**src/rtl/wide_add_pkg.sv**
```systemverilog
// rtl/wide_add_pkg.sv - shared types and constants for the wide add sequencer
`timescale 1ns/1ps
package wide_add_pkg;
  localparam int BYTE_W        = 8;
  localparam int MAX_BYTES_DEF = 4;

  // One output buffer slot; carry/ovf are only ever set together with last.
  typedef struct packed {
    logic [BYTE_W-1:0] sum;
    logic              last;
    logic              carry;
    logic              ovf;
  } obuf_entry_t;

  typedef enum logic {
    IDLE = 1'b0,
    RUN  = 1'b1
  } seq_state_t;
endpackage

```
**src/rtl/sklansky_adder_8bit_ci.sv**
```systemverilog
// rtl/sklansky_adder_8bit_ci.sv - combinational 8-bit Sklansky prefix adder with carry-in
`timescale 1ns/1ps
module sklansky_adder_8bit_ci
  import wide_add_pkg::*;
(
  input  logic [BYTE_W-1:0] i_a,
  input  logic [BYTE_W-1:0] i_b,
  input  logic              i_cin,
  output logic [BYTE_W-1:0] o_sum,
  output logic              o_cout,
  output logic              o_c7
);
  logic [7:0] w_g, w_p, w_c;
  // Level 1: cin folded into bit 0 so every prefix reaching bit 0 is a gray cell
  logic w_g0n;
  // Level 2 (span 1)
  logic w_g1n, w_g32, w_p32, w_g54, w_p54, w_g76, w_p76;
  // Level 3 (span 2)
  logic w_g2n, w_g3n, w_g64, w_p64, w_g74, w_p74;
  // Level 4 (span 4)
  logic w_g4n, w_g5n, w_g6n, w_g7n;

  assign w_g = i_a & i_b;
  assign w_p = i_a ^ i_b;

  assign w_g0n = w_g[0] | (w_p[0] & i_cin);

  assign w_g1n = w_g[1] | (w_p[1] & w_g0n);
  assign w_g32 = w_g[3] | (w_p[3] & w_g[2]);
  assign w_p32 = w_p[3] & w_p[2];
  assign w_g54 = w_g[5] | (w_p[5] & w_g[4]);
  assign w_p54 = w_p[5] & w_p[4];
  assign w_g76 = w_g[7] | (w_p[7] & w_g[6]);
  assign w_p76 = w_p[7] & w_p[6];

  assign w_g2n = w_g[2] | (w_p[2] & w_g1n);
  assign w_g3n = w_g32  | (w_p32  & w_g1n);
  assign w_g64 = w_g[6] | (w_p[6] & w_g54);
  assign w_p64 = w_p[6] & w_p54;
  assign w_g74 = w_g76  | (w_p76  & w_g54);
  assign w_p74 = w_p76  & w_p54;

  assign w_g4n = w_g[4] | (w_p[4] & w_g3n);
  assign w_g5n = w_g54  | (w_p54  & w_g3n);
  assign w_g6n = w_g64  | (w_p64  & w_g3n);
  assign w_g7n = w_g74  | (w_p74  & w_g3n);

  assign w_c    = {w_g6n, w_g5n, w_g4n, w_g3n, w_g2n, w_g1n, w_g0n, i_cin};
  assign o_sum  = w_p ^ w_c;
  assign o_cout = w_g7n;
  assign o_c7   = w_g6n;
endmodule

```
**src/rtl/wide_add_sequencer.sv**
```systemverilog
// rtl/wide_add_sequencer.sv - byte-serial multi-byte adder with 2-entry skid output buffer
`timescale 1ns/1ps
module wide_add_sequencer
  import wide_add_pkg::*;
#(
  parameter int MAX_BYTES  = MAX_BYTES_DEF,
  parameter int OBUF_DEPTH = 2
) (
  input  logic              clock,
  input  logic              reset_n,
  input  logic              enable,
  input  logic              in_valid,
  output logic              in_ready,
  input  logic [BYTE_W-1:0] in_a,
  input  logic [BYTE_W-1:0] in_b,
  input  logic              in_last,
  output logic              out_valid,
  input  logic              out_ready,
  output logic [BYTE_W-1:0] out_sum,
  output logic              out_last,
  output logic              out_carry,
  output logic              out_ovf,
  output logic              busy
);
  localparam int CNT_W = (MAX_BYTES > 1) ? $clog2(MAX_BYTES) : 1;

  seq_state_t        r_state;
  logic [CNT_W-1:0]  r_byte_cnt;
  logic              r_carry;
  obuf_entry_t       r_head;
  obuf_entry_t       r_tail;
  logic [1:0]        r_count;

  logic              w_acc;
  logic              w_emit;
  logic              w_eff_last;
  logic [BYTE_W-1:0] w_sum;
  logic              w_cout;
  logic              w_c7;
  obuf_entry_t       w_entry;

  // reset_n gating keeps in_ready low while reset is held
  assign in_ready   = reset_n & enable & (r_count < 2'(OBUF_DEPTH));
  assign w_acc      = in_valid & in_ready;
  assign w_emit     = out_valid & out_ready & enable;
  assign w_eff_last = in_last | (r_byte_cnt == CNT_W'(MAX_BYTES - 1));

  sklansky_adder_8bit_ci u_adder (
    .i_a    (in_a),
    .i_b    (in_b),
    .i_cin  (r_carry),
    .o_sum  (w_sum),
    .o_cout (w_cout),
    .o_c7   (w_c7)
  );

  // Build the buffer entry; word carry/overflow only reported on the last byte
  always_comb begin
    w_entry.sum   = w_sum;
    w_entry.last  = w_eff_last;
    w_entry.carry = w_eff_last & w_cout;
    w_entry.ovf   = w_eff_last & (w_cout ^ w_c7);
  end

  // Word tracking FSM with byte counter and inter-byte carry
  always_ff @(posedge clock or negedge reset_n) begin
    if (!reset_n) begin
      r_state    <= IDLE;
      r_byte_cnt <= '0;
      r_carry    <= 1'b0;
    end else if (w_acc) begin
      if (w_eff_last) begin
        r_state    <= IDLE;
        r_byte_cnt <= '0;
        r_carry    <= 1'b0;
      end else begin
        r_state    <= RUN;
        r_byte_cnt <= r_byte_cnt + CNT_W'(1);
        r_carry    <= w_cout;
      end
    end
  end

  // Two-entry output FIFO; head register drives out_* directly
  always_ff @(posedge clock or negedge reset_n) begin
    if (!reset_n) begin
      r_head  <= '0;
      r_tail  <= '0;
      r_count <= 2'd0;
    end else begin
      case ({w_acc, w_emit})
        2'b10: begin
          if (r_count == 2'd0) r_head <= w_entry;
          else                 r_tail <= w_entry;
          r_count <= r_count + 2'd1;
        end
        2'b01: begin
          r_head  <= (r_count == 2'd2) ? r_tail : '0;
          r_count <= r_count - 2'd1;
        end
        2'b11: r_head <= w_entry;
        default: ;
      endcase
    end
  end

  assign out_valid = (r_count != 2'd0);
  assign out_sum   = r_head.sum;
  assign out_last  = r_head.last;
  assign out_carry = r_head.carry;
  assign out_ovf   = r_head.ovf;
  assign busy      = (r_state == RUN);
endmodule

```
**config.mk**
```make
export PLATFORM = sky130hd
export DESIGN_NAME = wide_add_sequencer
export DESIGN_NICKNAME = d
export VERILOG_FILES = /design/src/rtl/wide_add_pkg.sv /design/src/rtl/sklansky_adder_8bit_ci.sv /design/src/rtl/wide_add_sequencer.sv
export SDC_FILE = /design/constraint.sdc
export NUM_CORES = 1
export LEC_CHECK = 0
export CORE_MARGIN = 4
export CORE_UTILIZATION = 54
export DETAILED_ROUTE_END_ITERATION = 10
export HOLD_SLACK_MARGIN = 0.02
export PLACE_DENSITY = 0.87
export SYNTH_ARGS = -nofsm -noshare
export SYNTH_HDL_FRONTEND = slang
export SYNTH_SLANG_ARGS = --single-unit
export TNS_END_PERCENT = 20
```
**constraint.sdc**
```tcl
create_clock -name clock -period 4.2 [get_ports clock]
set_clock_uncertainty 0.05 [all_clocks]
set_input_delay 0.42 -clock clock [delete_from_list [all_inputs] [get_ports clock]]
set_output_delay 0.42 -clock clock [all_outputs]
set_load 0.05 [all_outputs]
```
==> metrics.md <==
| Metric | Value |
|---|---|
| Max incr delay on CP | between 0.4 and 0.5 ns |
| Cell count after synthesis | 170 |
| Critical Path Most Common Cell | fa_1 |
| Syn nets | ~210 |
| Setup TNS | 0 ns |
| Starting DRC count in detailed routing | 86 |
| FFs w/ async S/R, synth | 100% |
| All-Layer GR Usage | 19.3% |
| Routed Antenna Nets | 0 |
| Part of the power in registers | a little over a third |
| CTS H-tree depth | 1 |
| Worst-path clk slew | 0.16 ns |
| CTS tree | done |
| CTS max path bufs | 2 |
| FP Rows | 19 |
| Slew HR | 53.5% |
| Lkg Pwr | 0.928 nW |
| First-pass GRT wire length | 6230 um |
| Worst r2r src | r_carry |
| Top-area cell type share of the netlist area | between 40% and 50% |
| WL per Instance | 15.2 um |
| Area Overhead vs Synth | 25.9% |
| Top cell family by delay on the critical path | adder cells |
| Register-to-Register Path Depth | 11 |
| Die Area | roughly 4000 um^2 |
| Post-CTS Resized | 0 |
| Detailed-route via count | 1357 |
| Num ports | 36 |
| TritonCTS buffer count | 3 |
| Buffers on Ports | 35 |
| Combinational share of power | a little over 50% |
| Max cap viols | 0 |
| GR Overflow Total | 0 |
| Remaining DRCs | 0 |
| Placeable Area | 2830 um^2 |
| Avg Inst Size Synth | 9.62 um^2 |
| Setup bufs post-CTS | 0 |
| Root cell of the clock tree | clkbuf_4 |
| Worst skew pair latency | 0.34 ns |
| CTS sink cnt | 28 |
| Share of cells above drive strength 1 | 7.32% |
| FMAX | 0.384 GHz |
| Largest net degree at the start of global routing | 29 |
| Setup violators final | 0 |
| Peak VDD IR | 348 uV |
| Ant. Diodes | 0 |
| Worst min-delay path class | input pin to async pin |
| Vias per inst | ~5.8 |
| Crit start category | input pin |
| Clk network pwr share | about an eighth |
| Tmin final | between 2 and 3 ns |
| Cell Chain, Critical Path | clkdlybuf4s50_1 -> inv_1 -> fa_1 -> inv_1 -> fa_1 -> a21o_1 -> a21o_2 -> fa_1 -> xnor2_1 -> nor2_1 -> a21oi_1 -> a21oi_1 |
| Area leader, netlist | dfrtp_1 |
| Post-synth EDFFs | 0 |
| Final hold viol count | 0 |
| WS Path Type | input pin to register |
| Crit Reg-Reg Endpoint | out_sum[5] |
| DP HPWL | 2750 um |
| R2r setup slk | between 1.5 and 2 ns |
| RSZ-0062 raised after global routing | no |
| Commonest non-fill, non-tap cell in the layout | clkdlybuf4s50_1 |
| Psw | 0.000599 W |
| Die Ht | 63.0 um |
| Mapped Area | 1640 um^2 |
| Overall routed net length | 3590 um |
| # fillers | 231 |
| DIE WIDTH | 63.0 um |
| Int Power | 0.000756 W |
| Vias in the first global route | 1436 |
| CP max FO | 3 |
| Status | complete, no violations |
| Drt first pass iters | 4 |
| Worst path required time | 4.35 ns |
| Number of distinct library cells after synthesis | 38 |
| Arr. time, crit path | 2.76 ns |
| CP endpoint kind | register |
| CP Buf/Inv Count | 3 |
| Fin area | 2060 um^2 |
| Synth area leaders | dfrtp_1 43%, ha_1 6.9%, nor2_1 5.0% |
| Pwr Density | about 660 nW/um^2 |
| CP max stage cell | fa_1 |
| GPL Wtd Cong | 0.839 |
| Post-layout net count | approximately 240 |
| Starting Density | 57.8% |
| Seq/Total Area, Yosys | a little over two fifths |
| Initial antenna violation count | 0 |
| Most frequent cells in the layout | 35 x clkdlybuf4s50_1, 28 x dfrtp_1, 22 x nor2_1, 17 x nand2_1, 16 x a21oi_1 |
| #FFs+latches synth | 28 |
| Synth warnings | 0 |
| Placed instance area | 2010 um^2 |
| Crit share post-route | 62.1% |
| Hold_buf cts | 0 |
| Max Slew Vio Count | 0 |
| Switch share | 44.2% |
| Worst slew pin tran | 0.683 ns |
| Top FF cell, synth | dfrtp_1 |
==> power groups by stage <==
stage	Clock [W]	Sequential [W]	Combinational (W)
3_5_place_dp	0	0.000480	0.000705
3_3_place_gp	0	0.000470	0.000681
4_1_cts	0.000184	0.000473	0.000706
5_1_grt	0.000195	0.000493	0.000757
2_1_floorplan	0	0.000666	0.000291
6_report	0.000180	0.000474	0.000701
==> kinds of logic (layout without fill, tap and decap cells) <==
logic type / Yosys count / in the layout / synth area share [%]
flops: 28 / 28 / 42.8
compound gates: 45 / 45 / 17.7
mux: 7 / 7 / 5.28
xor+xnor: 6 / 6 / 3.21
simple gates: 53 / 53 / 14.5
fa+ha+maj: 13 / 13 / 11.8
buf+inv: 18 / 53 / 4.74
==> layout make-up <==
type,count,area [um^2],area share (%)
clock buffers,3,22.5,1.09
inverters,12,45.0,2.19
repair buffers,37,365,17.7
clock inverters,1,30.0,1.46
well taps,31,38.8,1.88
multi-input cells,124,857,41.6
flip-flops and latches,28,701,34.0
==> sequential cells by signal (all words and copies together) (netlist names) <==
signal / flops
r_carry: 1
r_byte_cnt: 2
r_count: 2
busy: 1
out_ovf: 1
out_carry: 1
out_sum: 8
r_tail: 11
out_last: 1
==> routing by layer <==
layer	vias to the layer above	routed length (um)	GRT usage [%]
met4	0	46	7.16
met3	4	143	1.80
met1	656	1510	23.2
li1	656	-	-
met2	41	1890	35.3
met5	-	0	0
==> worst max-delay path by stage <==
stage / from / endpoint / depth (start not counted)
6_report: in_b[0] / out_sum[5] / 12
4_1_cts: in_b[0] / out_sum[5] / 12
2_1_floorplan: r_count[1] / out_sum[7] / 6
3_5_place_dp: in_b[0] / out_sum[5] / 12
5_1_grt: in_b[0] / out_sum[5] / 12
3_3_place_gp: in_a[0] / out_sum[5] / 12
==> through the flow <==
step	hold slack, ns	total power, W	std cells	util, %	worst slack, ns
after floorplan	0.0744	0.000957	170	-	1.78
after global placement	0.411	0.00115	232	70.9	1.29
after detailed placement	0.418	0.00118	232	70.9	1.21
after CTS	0.446	0.00136	236	72.8	1.59
after global routing	0.478	0.00145	236	72.8	1.40
final	0.434	0.00135	236	72.8	1.59
==> cell usage after synthesis (2+ instances only) <==
| cell | n |
|---|---|
| buf_4 | 2 |
| a21oi_1 | 16 |
| xnor2_1 | 4 |
| nand2_1 | 17 |
| o31ai_1 | 2 |
| a31oi_1 | 2 |
| xor2_1 | 2 |
| mux2_2 | 3 |
| inv_1 | 12 |
| dfrtp_1 | 28 |
| ha_1 | 9 |
| nor2_1 | 22 |
| mux2i_1 | 3 |
| o221ai_1 | 2 |
| a21o_1 | 2 |
| fa_1 | 4 |
| clkbuf_1 | 2 |
| o21ai_0 | 11 |
| or3_1 | 2 |
| buf_2 | 2 |
| and3b_1 | 2 |
| nand3_1 | 4 |
| nor2b_1 | 2 |
No activity file was read; power rests on OpenSTA's default activity.
